--- src/rtl/max_unpool.sv ---
// Max-unpool: expands one (value, argmax) pair into WINDOW beats, value at argmax, zero elsewhere.
// Optional sticky out-of-range flag `err` is built when MAX_UNPOOL_ERR_EN is defined.
module max_unpool #(
  parameter int WIDTH  = 32,
  parameter int WINDOW = 4,
  parameter int IDX_W  = 3
) (
  input  logic             clk,
  input  logic             rst_n,
  input  logic             in_valid,
  output logic             in_ready,
  input  logic [WIDTH-1:0] in_value,
  input  logic [IDX_W-1:0] in_index,
  output logic             out_valid,
  input  logic             out_ready,
  output logic [WIDTH-1:0] out_value,
  output logic [IDX_W-1:0] out_pos,
  output logic             out_last
`ifdef MAX_UNPOOL_ERR_EN
  ,
  output logic             err
`endif
);

  typedef enum logic {IDLE, EMIT} state_t;

  localparam logic [IDX_W-1:0] LAST_POS = IDX_W'(WINDOW - 1);

  state_t           state_q, state_d;
  logic [IDX_W-1:0] pos_q, pos_d;
  logic [IDX_W-1:0] index_q, index_d;
  logic [WIDTH-1:0] value_q, value_d;
  logic [WIDTH-1:0] out_value_q, out_value_d;
  logic             out_last_q, out_last_d;
  logic             out_fire, in_fire;
  logic [IDX_W-1:0] pos_inc;

  assign out_valid = (state_q == EMIT);
  assign out_pos   = pos_q;
  assign out_value = out_value_q;
  assign out_last  = out_last_q;
  assign out_fire  = out_valid & out_ready;
  // Accepting on the last beat's handshake lets windows stream with no bubble.
  assign in_ready  = (state_q == IDLE) | (out_fire & out_last_q);
  assign in_fire   = in_valid & in_ready;
  assign pos_inc   = pos_q + 1'b1;

  always_comb begin
    state_d     = state_q;
    pos_d       = pos_q;
    index_d     = index_q;
    value_d     = value_q;
    out_value_d = out_value_q;
    out_last_d  = out_last_q;
    if (in_fire) begin
      state_d     = EMIT;
      pos_d       = '0;
      index_d     = in_index;
      value_d     = in_value;
      out_value_d = (in_index == '0) ? in_value : '0;
      out_last_d  = 1'b0;
    end else if (out_fire) begin
      if (out_last_q) begin
        state_d     = IDLE;
        pos_d       = '0;
        out_value_d = '0;
        out_last_d  = 1'b0;
      end else begin
        pos_d       = pos_inc;
        out_value_d = (pos_inc == index_q) ? value_q : '0;
        out_last_d  = (pos_inc == LAST_POS);
      end
    end
  end

`ifdef MAX_UNPOOL_ERR_EN
  localparam logic [IDX_W:0] WIN_EXT = (IDX_W + 1)'(WINDOW);
  logic err_q, err_d;
  assign err   = err_q;
  assign err_d = err_q | (in_fire & ({1'b0, in_index} >= WIN_EXT));

  always_ff @(posedge clk or negedge rst_n) begin
    if (!rst_n) err_q <= 1'b0;
    else        err_q <= err_d;
  end
`endif

  always_ff @(posedge clk or negedge rst_n) begin
    if (!rst_n) begin
      state_q     <= IDLE;
      pos_q       <= '0;
      index_q     <= '0;
      value_q     <= '0;
      out_value_q <= '0;
      out_last_q  <= 1'b0;
    end else begin
      state_q     <= state_d;
      pos_q       <= pos_d;
      index_q     <= index_d;
      value_q     <= value_d;
      out_value_q <= out_value_d;
      out_last_q  <= out_last_d;
    end
  end

endmodule

--- config.mk ---
export PLATFORM = sky130hd
export DESIGN_NAME = max_unpool
export DESIGN_NICKNAME = d
export VERILOG_FILES = /design/src/rtl/max_unpool.sv
export SDC_FILE = /design/constraint.sdc
export NUM_CORES = 1
export LEC_CHECK = 0
export CAP_MARGIN = 10
export CELL_PAD_IN_SITES_DETAIL_PLACEMENT = 2
export CELL_PAD_IN_SITES_GLOBAL_PLACEMENT = 2
export CORE_UTILIZATION = 35
export CTS_BUF_LIST = sky130_fd_sc_hd__clkbuf_16
export DETAILED_ROUTE_END_ITERATION = 10
export GPL_ROUTABILITY_DRIVEN = 0
export PLACE_DENSITY_LB_ADDON = 0.1
export SYNTH_ARGS = -nofsm -noshare
export SYNTH_HDL_FRONTEND = slang
export SYNTH_SLANG_ARGS = --single-unit
export TNS_END_PERCENT = 5
--- constraint.sdc ---
create_clock -name clk -period 4.5 [get_ports clk]
set_input_delay 0.9 -clock clk [delete_from_list [all_inputs] [get_ports clk]]
set_output_delay 0.9 -clock clk [all_outputs]
set_load 0.03 [all_outputs]
==> results of run 1 <==
[Yosys cell counts (2+ instances only)]
library cell / number
a221o_1: 32
and2_1: 32
buf_2: 6
buf_6: 3
clkbuf_1: 3
dfrtp_1: 72
ha_1: 2
inv_1: 2
mux2_2: 35
nand2_1: 5
o21ai_0: 3
xnor2_1: 2
[path summary, 6_finish.rpt]
path | start | end | slack [ns]
min in group asynchronous | rst_n | out_last | 0.71
worst min-delay path | value_q[28] | out_value[28] | 0.50
worst max register to register | out_pos[0] | out_value[9] | 2.47
worst max-delay path | out_ready | in_ready | 1.25
worst min register to register | value_q[28] | out_value[28] | 0.50
max in group asynchronous | rst_n | out_value[15] | 3.19
[final cells by class]
class                           count  area (um^2)
Fill cell                         828         4110
Sequential cell                    72         1800
Tap cell                          105          131
Multi-Input combinational cell    123         1140
Clock buffer                        9          225
Timing Repair Buffer               80          788
Clock inverter                      7         55.1
Inverter                            2         7.51
[worst max-delay path, cell delays in order]
cell and delay [ns]:
clkdlybuf4s50_1 0.56, a21bo_2 0.21, clkdlybuf4s50_1 0.68
[stage by stage]
stage,setup WS [ns],total power [mW],utilization (%),area [um^2]
CTS,1.25,3.14,50.3,4150
detailed placement,1.28,2.44,46.9,3870
floorplan,2.40,1.94,-,3000
global placement,1.29,2.40,46.9,3870
global route,1.20,3.27,50.3,4150
finish,1.25,3.10,50.3,4150
[power by group through the flow]
stage | logic, mW | registers (mW) | clock network (mW)
6_report | 1.29 | 1.14 | 0.673
5_1_grt | 1.38 | 1.18 | 0.705
4_1_cts | 1.31 | 1.15 | 0.689
3_5_place_dp | 1.29 | 1.14 | 0
3_3_place_gp | 1.27 | 1.13 | 0
2_1_floorplan | 0.551 | 1.39 | 0
[logic make-up (layout without fill, tap and decap cells)]
logic type      after synthesis  count (layout)
buf+inv                      14              98
compound gates               38              38
mux                          36              36
flops                        72              72
xor+xnor                      3               3
fa+ha+maj                     2               2
simple gates                 44              44
[metal layers]
layer	share of wire, %	vias to the layer above	GRT usage [%]	routed length, um
met2	50	51	31.8	3790
met4	1.2	0	5.68	90
li1	-	934	-	-
met5	0	-	0	0
met1	44	1080	23.9	3340
met3	3.8	9	3.54	288
[sequential cells by signal (all words and copies together) (netlist names)]
signal     cells
out_pos        3
value_q       32
index_q        3
out_last       1
out_valid      1
out_value     32
==> summary.md, run 1 <==
| Metric | Value |
|---|---|
| Slew headroom | 38.5% |
| IO buf count | 76 |
| Die span in x | 94.6 um |
| Commonest non-fill, non-tap cell in the layout | clkdlybuf4s50_1 |
| Slew Viols, Final | 0 |
| Simple-gate portion of the synthesized area | 9.58% |
| Vias per inst | 5.21 |
| Critical path arrival | 2.35 ns |
| Cell count of the worst reg-to-reg path | 5 |
| Crit path launch type | input port |
| Clk pwr share | 21.7% |
| Post-synthesis cell count | 209 |
| Post-synth EDFFs | 0 |
| Clock Path Buffers | 2 |
| Num rows | 33 |
| Largest net degree at the start of global routing | 73 |
| P_sw | 1.08 mW |
| Synthesized flop and latch total | 72 |
| Initial antenna violation count | 0 |
| Worst Path Required | 3.60 ns |
| Power share of the combinational group | 41.5% |
| Max-capacitance violation count | 0 |
| Io pins | 77 |
| Hold-fix buffers at CTS | 0 |
| Leak | 1.82 nW |
| Layout cells sized above 1 | 19.5% |
| Post_cts resized | 0 |
| Largest family of logic cells by synthesized area | multiplexers |
| Post-Synth XOR/XNOR Area | 1.37% |
| Period minus WS final | 3.25 ns |
| Crit path max fanout | 4 |
| Post-DRT Antenna Nets | 0 |
| Synth area leader | dfrtp_1 |
| Vias in the first global route | 2326 |
| Setup TNS | 0 ns |
| Top_reg_cell synth | dfrtp_1 |
| Switching share of power | 35.0% |
| Final setup fails | 0 |
| Drc violations | 0 |
| CP Capture Type | output pin |
| Floorplan core area | 0.00826 mm^2 |
| Die area | 0.00896 mm^2 |
| Power per cell area | 746 mW/mm^2 |
| Post-synthesis async set-or-reset flop share | 100% |
| Cell count after placement | 382 |
| Final Hold Viols | 0 |
| Critical path class | input port to output pin |
| Syn nets | 250 |
| Starting Density | 36.4% |
| Worst hold path class | flop to flop |
| Worst slew pin tran | 0.922 ns |
| First-pass GRT wire length | 12.4 mm |
| DP HPWL | 4.45 mm |
| Die height | 94.6 um |
| Finished Layout Cells | 398 |
| Synth Area in Adders | 0.833% |
| Synth cell types | 24 |
| Register area share after synthesis | 60.0% |
| Worst-Skew Late Latency | 0.32 ns |
| Nets | 329 |
| Post-synth top area share | 60.0% |
| Commonest non-fill, non-tap cells in the layout | clkdlybuf4s50_1 (75), dfrtp_1 (72), mux2_2 (35), and2_1 (32), a221o_1 (32) |
| Drt pass-1 iters | 4 |
| Total Routing Usage GR | 18.6% |
| Root buffer cell | clkbuf_16 |
| Drt wl/cell | 18.9 um |
| Post-CTS Setup Inserts | 0 |
| RSZ-0062 raised after global routing | no |
| Fin crit share | 72.2% |
| Post-synthesis compound-gate area fraction | 12.0% |
| Pint | 2.02 mW |
| Worst hold stages | 1 |
| Vias | 2074 |
| Area Growth Syn to Fin | 38.2% |
| Initial DRC Count | 54 |
| WL final | 7.51 mm |
| Outcome | finished clean |
| Worst hold margin | 0.503 ns |
| Clk_skew | 0.00647 ns |
| Cell area after synthesis | 0.00300 mm^2 |
| Mean Syn Cell Area | 14.4 um^2 |
| Global route overflow | 0 |
| Yosys warns | 0 |
| Clock transition at path regs | 0.06 ns |
| Top cells by area, synth | dfrtp_1 (60%), mux2_2 (13%), a221o_1 (11%) |
| Worst vdd ir | 0.355 mV |
| TritonCTS Sinks | 72 |
| Sequential group share of total power | 36.7% |
| H-tree levels | 3 |
| CTS buffer count | 9 |
| Antenna cells | 0 |
| Mux contribution to synthesized area | 13.5% |
| CTS tree | built |
| Max Fclk | 0.308 GHz |
Note: power is estimated with default switching activity, not from simulation.
==> run 2, diff against run 1 <==
CORE_UTILIZATION = 33   (was 35)
clock period = 3 ns   (was 4.5 ns; I/O delays follow)
==> run 2 against run 1 <==
  * Flip-flop and latch count unchanged
  * Critical endpoint unchanged
  * Cell area increased by 3.0%
  * Core utilization decreased by 1.5 points
  * Worst setup slack got worse by 0.89 ns
  * Clock skew decreased by 0.0010 ns
  * Critical path depth unchanged
  * First-iteration DRC count decreased by 20%
  * Worst hold slack got worse by 0.29 ns
  * Sequential power increased by 49%
  * Non-clock buffer count increased by 3
==> summary.md, run 2 (synthesized netlist as in run 1, its figures left out) <==
| Metric | Value |
|---|---|
| Outcome | finished clean |
| Drt wl/cell | 19.3 um |
| Worst-Skew Late Latency | 0.33 ns |
| Worst stage delay on the critical path | 0.69 ns |
| Filler cell count | 852 |
| H-tree levels | 3 |
| Initial DRC Count | 43 |
| Clock transition at path regs | 0.06 ns |
| Initial antenna violation count | 0 |
| CTS buffer count | 9 |
| Post-DRT Antenna Nets | 0 |
| Fin crit share | 87.9% |
| Drc violations | 0 |
| Hold-fix buffers at CTS | 0 |
| Pwr Total | 4.95 mW |
| First-pass GRT wire length | 12.8 mm |
| Drt pass-1 iters | 4 |
| CP Capture Type | output pin |
| RSZ-0062 raised after global routing | no |
| Num rows | 34 |
| Starting Density | 34.3% |
| Layout cells sized above 1 | 20.7% |
| Nets | 332 |
| Io pins | 77 |
| Clock Path Buffers | 2 |
| Period minus WS final | 2.64 ns |
| Slew Viols, Final | 0 |
| Die span in x | 97.4 um |
| Worst path most repeated cell | clkdlybuf4s50_1 |
| Crit path max fanout | 4 |
| Critical path class | input port to output pin |
| Global route overflow | 0 |
| Die area | 0.00949 mm^2 |
| R2R setup slack | 0.80 ns |
| TritonCTS Sinks | 72 |
| WL final | 7.76 mm |
| Vias per inst | 5.17 |
| Largest net degree at the start of global routing | 36 |
| Crit-path leading delay family | buffers and inverters |
| Area occupied by multi-input gates | 0.00114 mm^2 |
| Vias | 2082 |
| Clk_skew | 0.00546 ns |
| Leak | 1.87 nW |
| Post_cts resized | 0 |
| Critical-path cell list | clkdlybuf4s50_1 > a21bo_2 > clkdlybuf4s50_1 |
| Power per cell area | 1160 mW/mm^2 |
| Worst slew pin tran | 0.448 ns |
| CP max-delay cell | clkdlybuf4s50_1 |
| Die height | 97.4 um |
| WP buf/inv | 2 |
| Floorplan core area | 0.00876 mm^2 |
| Antenna cells | 0 |
| Vias in the first global route | 2324 |
| Final setup fails | 0 |
| Slew headroom | 70.1% |
| Sequential Area | 0.00180 mm^2 |
| Worst hold path class | input port to async pin |
| Root buffer cell | clkbuf_16 |
| Final critical-path setup slack | 0.362 ns |
| Final Hold Viols | 0 |
| Worst Path Required | 2.40 ns |
| Commonest non-fill, non-tap cell in the layout | clkdlybuf4s50_1 |
| Total Routing Usage GR | 17.7% |
| Max Fclk | 0.379 GHz |
| Commonest non-fill, non-tap cells in the layout | clkdlybuf4s50_1 (75), dfrtp_1 (72), mux2_2 (35), and2_1 (32), a221o_1 (32) |
| Critical path arrival | 2.04 ns |
| Post-CTS Setup Inserts | 0 |
| Worst vdd ir | 0.399 mV |
| IO buf count | 76 |
| Crit path launch type | input port |
| CTS tree | built |
| Place WS | 0.359 ns |
| Setup TNS | 0 ns |
| Max-capacitance violation count | 0 |
| Area Growth Syn to Fin | 42.4% |
| DP HPWL | 4.80 mm |
[run 2: metrics by stage]
stage	std cells	area, um^2	util [%]	hold WS, ns
after global placement	388	3920	44.7	0.480
after floorplan	209	3000	-	0.304
after global routing	403	4280	48.8	0.231
final	403	4280	48.8	0.212
after detailed placement	388	3920	44.7	0.493
after CTS	403	4280	48.8	0.220
[run 2: area by class of cell]
class	count	area share, %
clock inverters	6	3.10
inverters	2	0.176
repair buffers	83	19.5
well taps	108	3.16
multi-input cells	123	26.7
clock buffers	9	5.27
flip-flops and latches	72	42.1
[run 2: worst paths after layout]
kind                             start       endpoint  cells past startpoint
min in group clk           value_q[20]  out_value[20]                      1
setup / recovery             out_ready       in_ready                      3
hold reg to reg            value_q[20]  out_value[20]                      1
max in group asynchronous        rst_n    value_q[20]                      2
setup reg to reg            out_pos[0]   out_value[3]                      5
hold / removal                   rst_n       out_last                      1
[run 2: routing by layer]
metal  part of all wire [%]  GRT usage, %  up-vias  wire, um
met5                      0             0        -         0
li1                       -             -      937         -
met2                     51          30.2       52      3990
met1                     43          20.9     1085      3300
met3                    4.9          5.97        8       377
met4                    1.1          5.77        0        88
[run 2: power by group]
part	total, mW	switching [mW]	internal (mW)
sequential	1.70	0.269	1.43
clock	1.29	0.402	0.890
combinational	1.95	0.985	0.970
total	4.95	1.66	3.29
